--- src/rtl/data_sram_ctrl.sv ---
// data_sram_ctrl
//   Responder for the CPU MEM-stage data port. It runs one access cycle on an
//   external asynchronous 32-bit SRAM with active-low byte enables. It stalls
//   the pipeline until the access completes.
//   The MEM-stage mask and data arrive right-aligned. This block shifts them
//   onto the byte lanes selected by addr[1:0]. Read data is shifted back down
//   so that MEM can extend it.
//
// Optional feature macro: DATA_SRAM_ALIGN_CHECK_EN
//   When this macro is defined, a misaligned half or word request makes no
//   SRAM access. Instead the block reports the fault on addr_err_o.
//
// Ports
//   clk, rst        system clock; synchronous active-high reset
//   mem_addr_i      byte address from MEM
//   mem_data_i      right-aligned write data
//   mem_we_i        write request (a write wins when both requests are set)
//   mem_re_i        read request
//   mem_mask_i      right-aligned lane mask (0001 byte, 0011 half, 1111 word)
//   mem_data_o      right-aligned read data; updated when a read completes
//   stall_o         pipeline stall (combinational)
//   sram_addr_o     SRAM word address
//   sram_data_o     lane-shifted write data
//   sram_data_i     SRAM read bus
//   sram_data_oe_o  1 = controller drives the SRAM data bus
//   sram_ce_n_o, sram_oe_n_o, sram_we_n_o  active-low strobes
//   sram_be_n_o     active-low byte enables
//   addr_err_o      misaligned-request flag (only with DATA_SRAM_ALIGN_CHECK_EN)

module data_sram_ctrl #(
    parameter int ADDR_WIDTH  = 20,
    parameter int READ_WAIT   = 2,
    parameter int WRITE_PULSE = 2
) (
    input  logic                  clk,
    input  logic                  rst,
    input  logic [31:0]           mem_addr_i,
    input  logic [31:0]           mem_data_i,
    input  logic                  mem_we_i,
    input  logic                  mem_re_i,
    input  logic [3:0]            mem_mask_i,
    output logic [31:0]           mem_data_o,
    output logic                  stall_o,
    output logic [ADDR_WIDTH-1:0] sram_addr_o,
    output logic [31:0]           sram_data_o,
    input  logic [31:0]           sram_data_i,
    output logic                  sram_data_oe_o,
    output logic                  sram_ce_n_o,
    output logic                  sram_oe_n_o,
    output logic                  sram_we_n_o,
    output logic [3:0]            sram_be_n_o
`ifdef DATA_SRAM_ALIGN_CHECK_EN
    ,
    output logic                  addr_err_o
`endif
);

    localparam logic [2:0] S_IDLE     = 3'd0;
    localparam logic [2:0] S_READ     = 3'd1;
    localparam logic [2:0] S_WR_SETUP = 3'd2;
    localparam logic [2:0] S_WR_PULSE = 3'd3;
    localparam logic [2:0] S_WR_HOLD  = 3'd4;
    localparam logic [2:0] S_DONE     = 3'd5;

    // The counter holds "cycles remaining minus one". It therefore only needs
    // to reach max(READ_WAIT, WRITE_PULSE) - 1.
    localparam int CNT_MAX = (READ_WAIT > WRITE_PULSE) ? READ_WAIT : WRITE_PULSE;
    localparam int CW      = (CNT_MAX > 1) ? $clog2(CNT_MAX) : 1;
    localparam logic [CW-1:0] RD_LOAD = CW'(READ_WAIT - 1);
    localparam logic [CW-1:0] WR_LOAD = CW'(WRITE_PULSE - 1);

    logic [2:0]    state;
    logic [2:0]    state_nxt;
    logic [CW-1:0] cnt;
    logic [1:0]    off_q;
    logic          req;
    logic [1:0]    off_in;
    logic [3:0]    be_in;
    logic          nxt_rd;
    logic          nxt_wr;
    logic          unused_addr_bits;

    assign req    = mem_we_i | mem_re_i;
    assign off_in = mem_addr_i[1:0];
    // Lanes shifted past bit 3 are discarded.
    assign be_in  = 4'(mem_mask_i << off_in);

    assign unused_addr_bits = ^mem_addr_i[31:ADDR_WIDTH+2];

`ifdef DATA_SRAM_ALIGN_CHECK_EN
    logic misaligned;
    assign misaligned = ((mem_mask_i == 4'b0011) && off_in[0]) ||
                        ((mem_mask_i == 4'b1111) && (off_in != 2'b00));
`endif

    // The stall is forced low during reset so that the reset value is visible
    // even while MEM keeps its request asserted.
    assign stall_o = req & (state != S_DONE) & ~rst;

    always_comb begin
        state_nxt = state;
        case (state)
            S_IDLE: begin
                if (req) begin
`ifdef DATA_SRAM_ALIGN_CHECK_EN
                    if (misaligned)    state_nxt = S_DONE;
                    else
`endif
                    if (mem_we_i)      state_nxt = S_WR_SETUP;
                    else               state_nxt = S_READ;
                end
            end
            S_READ:     if (cnt == '0) state_nxt = S_DONE;
            S_WR_SETUP:                state_nxt = S_WR_PULSE;
            S_WR_PULSE: if (cnt == '0) state_nxt = S_WR_HOLD;
            S_WR_HOLD:                 state_nxt = S_DONE;
            S_DONE:                    state_nxt = S_IDLE;
            default:                   state_nxt = S_IDLE;
        endcase
    end

    assign nxt_rd = (state_nxt == S_READ);
    assign nxt_wr = (state_nxt == S_WR_SETUP) || (state_nxt == S_WR_PULSE) ||
                    (state_nxt == S_WR_HOLD);

    // The strobes are registered from the next state. They therefore change
    // cleanly on the clock edge that enters each state. The read strobes and
    // the bus drive are never both active.
    always_ff @(posedge clk) begin
        if (rst) begin
            state          <= S_IDLE;
            cnt            <= '0;
            off_q          <= '0;
            mem_data_o     <= '0;
            sram_addr_o    <= '0;
            sram_data_o    <= '0;
            sram_data_oe_o <= 1'b0;
            sram_ce_n_o    <= 1'b1;
            sram_oe_n_o    <= 1'b1;
            sram_we_n_o    <= 1'b1;
            sram_be_n_o    <= 4'hF;
`ifdef DATA_SRAM_ALIGN_CHECK_EN
            addr_err_o     <= 1'b0;
`endif
        end else begin
            state          <= state_nxt;
            sram_ce_n_o    <= ~(nxt_rd | nxt_wr);
            sram_oe_n_o    <= ~nxt_rd;
            sram_we_n_o    <= ~(state_nxt == S_WR_PULSE);
            sram_data_oe_o <= nxt_wr;

            if (!(nxt_rd | nxt_wr))
                sram_be_n_o <= 4'hF;
            else if (state == S_IDLE)
                sram_be_n_o <= ~be_in;

            if ((state == S_IDLE) && req) begin
                off_q       <= off_in;
                sram_addr_o <= mem_addr_i[ADDR_WIDTH+1:2];
                sram_data_o <= mem_data_i << {off_in, 3'b000};
            end

            // The counter loads on entry to READ (from IDLE) and on entry to
            // WR_PULSE (from WR_SETUP). In all other states it only counts down.
            if (state == S_IDLE)
                cnt <= RD_LOAD;
            else if (state == S_WR_SETUP)
                cnt <= WR_LOAD;
            else if (cnt != '0)
                cnt <= cnt - CW'(1);

            if ((state == S_READ) && (cnt == '0))
                mem_data_o <= sram_data_i >> {off_q, 3'b000};

`ifdef DATA_SRAM_ALIGN_CHECK_EN
            addr_err_o <= (state == S_IDLE) && req && misaligned;
            if ((state == S_IDLE) && req && misaligned)
                mem_data_o <= '0;
`endif
        end
    end

endmodule

--- config.mk ---
export PLATFORM = sky130hd
export DESIGN_NAME = data_sram_ctrl
export DESIGN_NICKNAME = d
export VERILOG_FILES = /design/src/rtl/data_sram_ctrl.sv
export SDC_FILE = /design/constraint.sdc
export NUM_CORES = 1
export LEC_CHECK = 0
export ABC_CLOCK_PERIOD_IN_PS = 2300
export CAP_MARGIN = 10
export CORE_UTILIZATION = 43
export DETAILED_ROUTE_END_ITERATION = 10
export PLACE_DENSITY = 0.87
export SLEW_MARGIN = 25
export SYNTH_ARGS = -nofsm -noshare
export SYNTH_HDL_FRONTEND = slang
export SYNTH_SLANG_ARGS = --single-unit
--- constraint.sdc ---
create_clock -name clk -period 2.3 [get_ports clk]
set_clock_uncertainty 0.15 [all_clocks]
set_input_delay 0.46 -clock clk [delete_from_list [all_inputs] [get_ports clk]]
set_output_delay 0.46 -clock clk [all_outputs]
set_load 0.01 [all_outputs]
==> results.yml <==
outcome:
  status: "finished clean"
finish:
  postLayoutCoreUtil: 0.657
  final_area_sq_mm: 0.00679
  layout-drive-gt1-share: 0.0954
  antenna_cells: 0
  area_growth_pct: 48.2
  nNetsFinal: 783
  fillers: 828
  multi_input_area_sq_mm: 0.00241
  regArea_sq_mm: 0.00196
place:
  dp_hpwl_um: 10500
  place_ws_ns: -0.159
  place.gp.congestion: 0.902
  io_buffers: 186
  placed_cell_area_sq_mm: 0.00663
setup_path:
  arrival_ns: 1.57
  path_max_fanout: 3
  r2r_start: "state[0]"
  cp_slowest_stage_delay_ns: 0.53
  critPathLaunch: "mem_re_i"
  critPathLaunchType: "input port"
  endpoint_kind: "output pin"
  cp_num_buf_inv: 2
  critPathKind: "in2out"
  path_delay_family: "buffers and inverters"
  cp_slowest_cell: "clkdlybuf4s50_1"
  cp.required_ns: 1.69
  path_cells: "clkdlybuf4s50_1, nor2_4, a311oi_1, dlygate4sd2_1"
detailed_routing:
  drc_errors: 0
  drt-initial-drc-count: 332
  firstDrtPassIters: 5
  via_per_inst: 5.79
  ant_nets: 0
  routedWlPerCell_um: 18.0
  vias: 4728
  wirelength_um: 14700
floorplan:
  start_util: 0.444
  rows: 37
  core_sq_mm: 0.0103
  die_width_um: 105
  num_io_pins: 197
  dieArea_sq_mm: 0.0111
  die_h_um: 105
synth:
  syn-instance-count: 509
  synthDistinctLibCells: 36
  synth_enable_flop_cells: 0
  synth_seq_area_share: 0.428
  synth_common_cells: "98 x dfxtp_1, 88 x a21oi_1, 58 x o21ai_0"
  syn_area_sq_mm: 0.00458
  ys.warnings.count: 0
  synth_seq_cells: 98
  synth_area_per_cell_sq_um: 9.00
  synth.most_common_cell: "dfxtp_1"
  async_flop_share: 0
  ys_top_cells_by_area: "dfxtp_1 43%, a21oi_1 9.6%, mux4_2 8.4%"
  synthesis.nets: 613
  synth.largest_area_cell: "dfxtp_1"
  synth_top_area_share: 0.428
  synth_flop_cell: "dfxtp_1"
pwr:
  leakagePower_nw: 2.40
  p_int_w: 0.00320
  switching_share: 0.322
  p_comb_frac: 0.357
  power.net_switching_w: 0.00152
  power.density_mw_per_mm2: 697
  seqPwrFrac: 0.433
  vdd_drop_max_uv: 480
  pwr-share-clk: 0.210
timing:
  max_freq_ghz: 0.459
  fin_setup_tns_ns: 0
  tightest_slew_ns: 0.791
  finalSetupViolations: 0
  hold_ws_ns: 0.306
  rsz0062_at_grt: "no"
  hold_viol_final: 0
  final.setup.worst_slack_ns: 0.120
  period_share: 0.948
  fin_crit_ns: 2.18
  max-slew-margin-rel: 0.472
  drv_slew: 0
global_route:
  grt_util_all_layers: 0.272
  grt_pass1_wl_um: 23900
  grt_pass1_vias: 4636
  grt_max_degree: 58
  overflow: 0
  antenna_found_initial: 0
cts:
  cts-root-buf: "clkbuf_8"
  clock_latency_ns: 0.35
  post_cts_buffers: 0
  cts_tree: "yes"
  cts_sinks: 98
  clk_pin_slew_ns: 0.08
  cts_made_buffers: 9
  clockBufferDepth: 2
  htreeDepth: 3
worst_hold_path:
  hold_start: "mem_data_o[20]"
  hold_path.class: "reg2reg"
run:
  max_cap_viol_count: 0
## power groups by stage
stage                     logic (W)  clock network (W)  registers, W
after floorplan            0.000782                  0       0.00213
after CTS                   0.00169            0.00102       0.00205
after global placement      0.00164                  0       0.00207
final                       0.00169           0.000995       0.00205
after detailed placement    0.00168                  0       0.00208
after global routing        0.00182            0.00110       0.00208
## state kept, by name, summed over array words and instances (netlist names)
signal	count
off_q	2
state	3
sram_data_oe_o	1
sram_oe_n_o	1
sram_addr_o	20
sram_ce_n_o	1
mem_data_o	32
sram_be_n_o	4
sram_we_n_o	1
cnt	1
sram_data_o	32
## worst register-to-register path: cells and delay by family (launching register included)
| kind | cells | cell delay (ns) |
|---|---|---|
| buf+inv | 2 | 0.45 |
| compound gates | 1 | 0.18 |
| simple gates | 2 | 0.83 |
| flops | 1 | 0.37 |
## per-layer routing
layer  global-route usage  vias to the layer above  wire length, um
met3               0.0705                       26             1260
met4                0.113                        0              399
met2                0.449                      252             6980
li1                     -                     2215                -
met1                0.338                     2235             6050
met5                    0                        -                0
## logic make-up (layout without fill, tap and decap cells)
family	count (synthesis)	in the layout	share of synthesized area
AOI/OAI and AO/OA	178	178	0.218
muxes	52	52	0.160
and+or+nand+nor	124	124	0.142
DFF	98	98	0.428
buffers and inverters	57	229	0.0513
## worst paths after layout
| kind | endpoint | slack (ns) | cells after the start |
|---|---|---|---|
| setup / recovery | stall_o | 0.12 | 4 |
| hold reg to reg | mem_data_o[20] | 0.31 | 2 |
| hold / removal | mem_data_o[20] | 0.31 | 2 |
| setup reg to reg | sram_data_o[10] | 0.25 | 5 |
## cell usage in the layout (no fill, tap or decap), types with 10 or more instances in the layout
master / n
clkbuf_8: 11
o21ai_0: 58
dfxtp_1: 98
mux2i_1: 34
nand3_1: 38
nand2_1: 34
mux4_2: 17
buf_4: 25
a21oi_1: 88
or3_1: 10
a2bb2oi_1: 16
clkdlybuf4s50_1: 183
## layout make-up
type | count | share of cell area
multi-input combinational | 354 | 0.355
timing repair buffer | 213 | 0.306
sequential | 98 | 0.289
tap | 136 | 0.0251
clock buffer | 13 | 0.0234
inverter | 3 | 0.00166
## per-stage QoR
stage                     total power, W  cells
after floorplan                  0.00291    509
after global placement           0.00371    804
after detailed placement         0.00376    804
after CTS                        0.00475    817
after global routing             0.00500    817
final                            0.00473    817
## timing repair
action / 4_1_cts / 5_1_grt
endpoints found under the setup margin: 1 / 0
gates resized for setup: 1 / 0
hold buffers: 0 / 0
No activity file was read; power rests on OpenSTA's default activity.
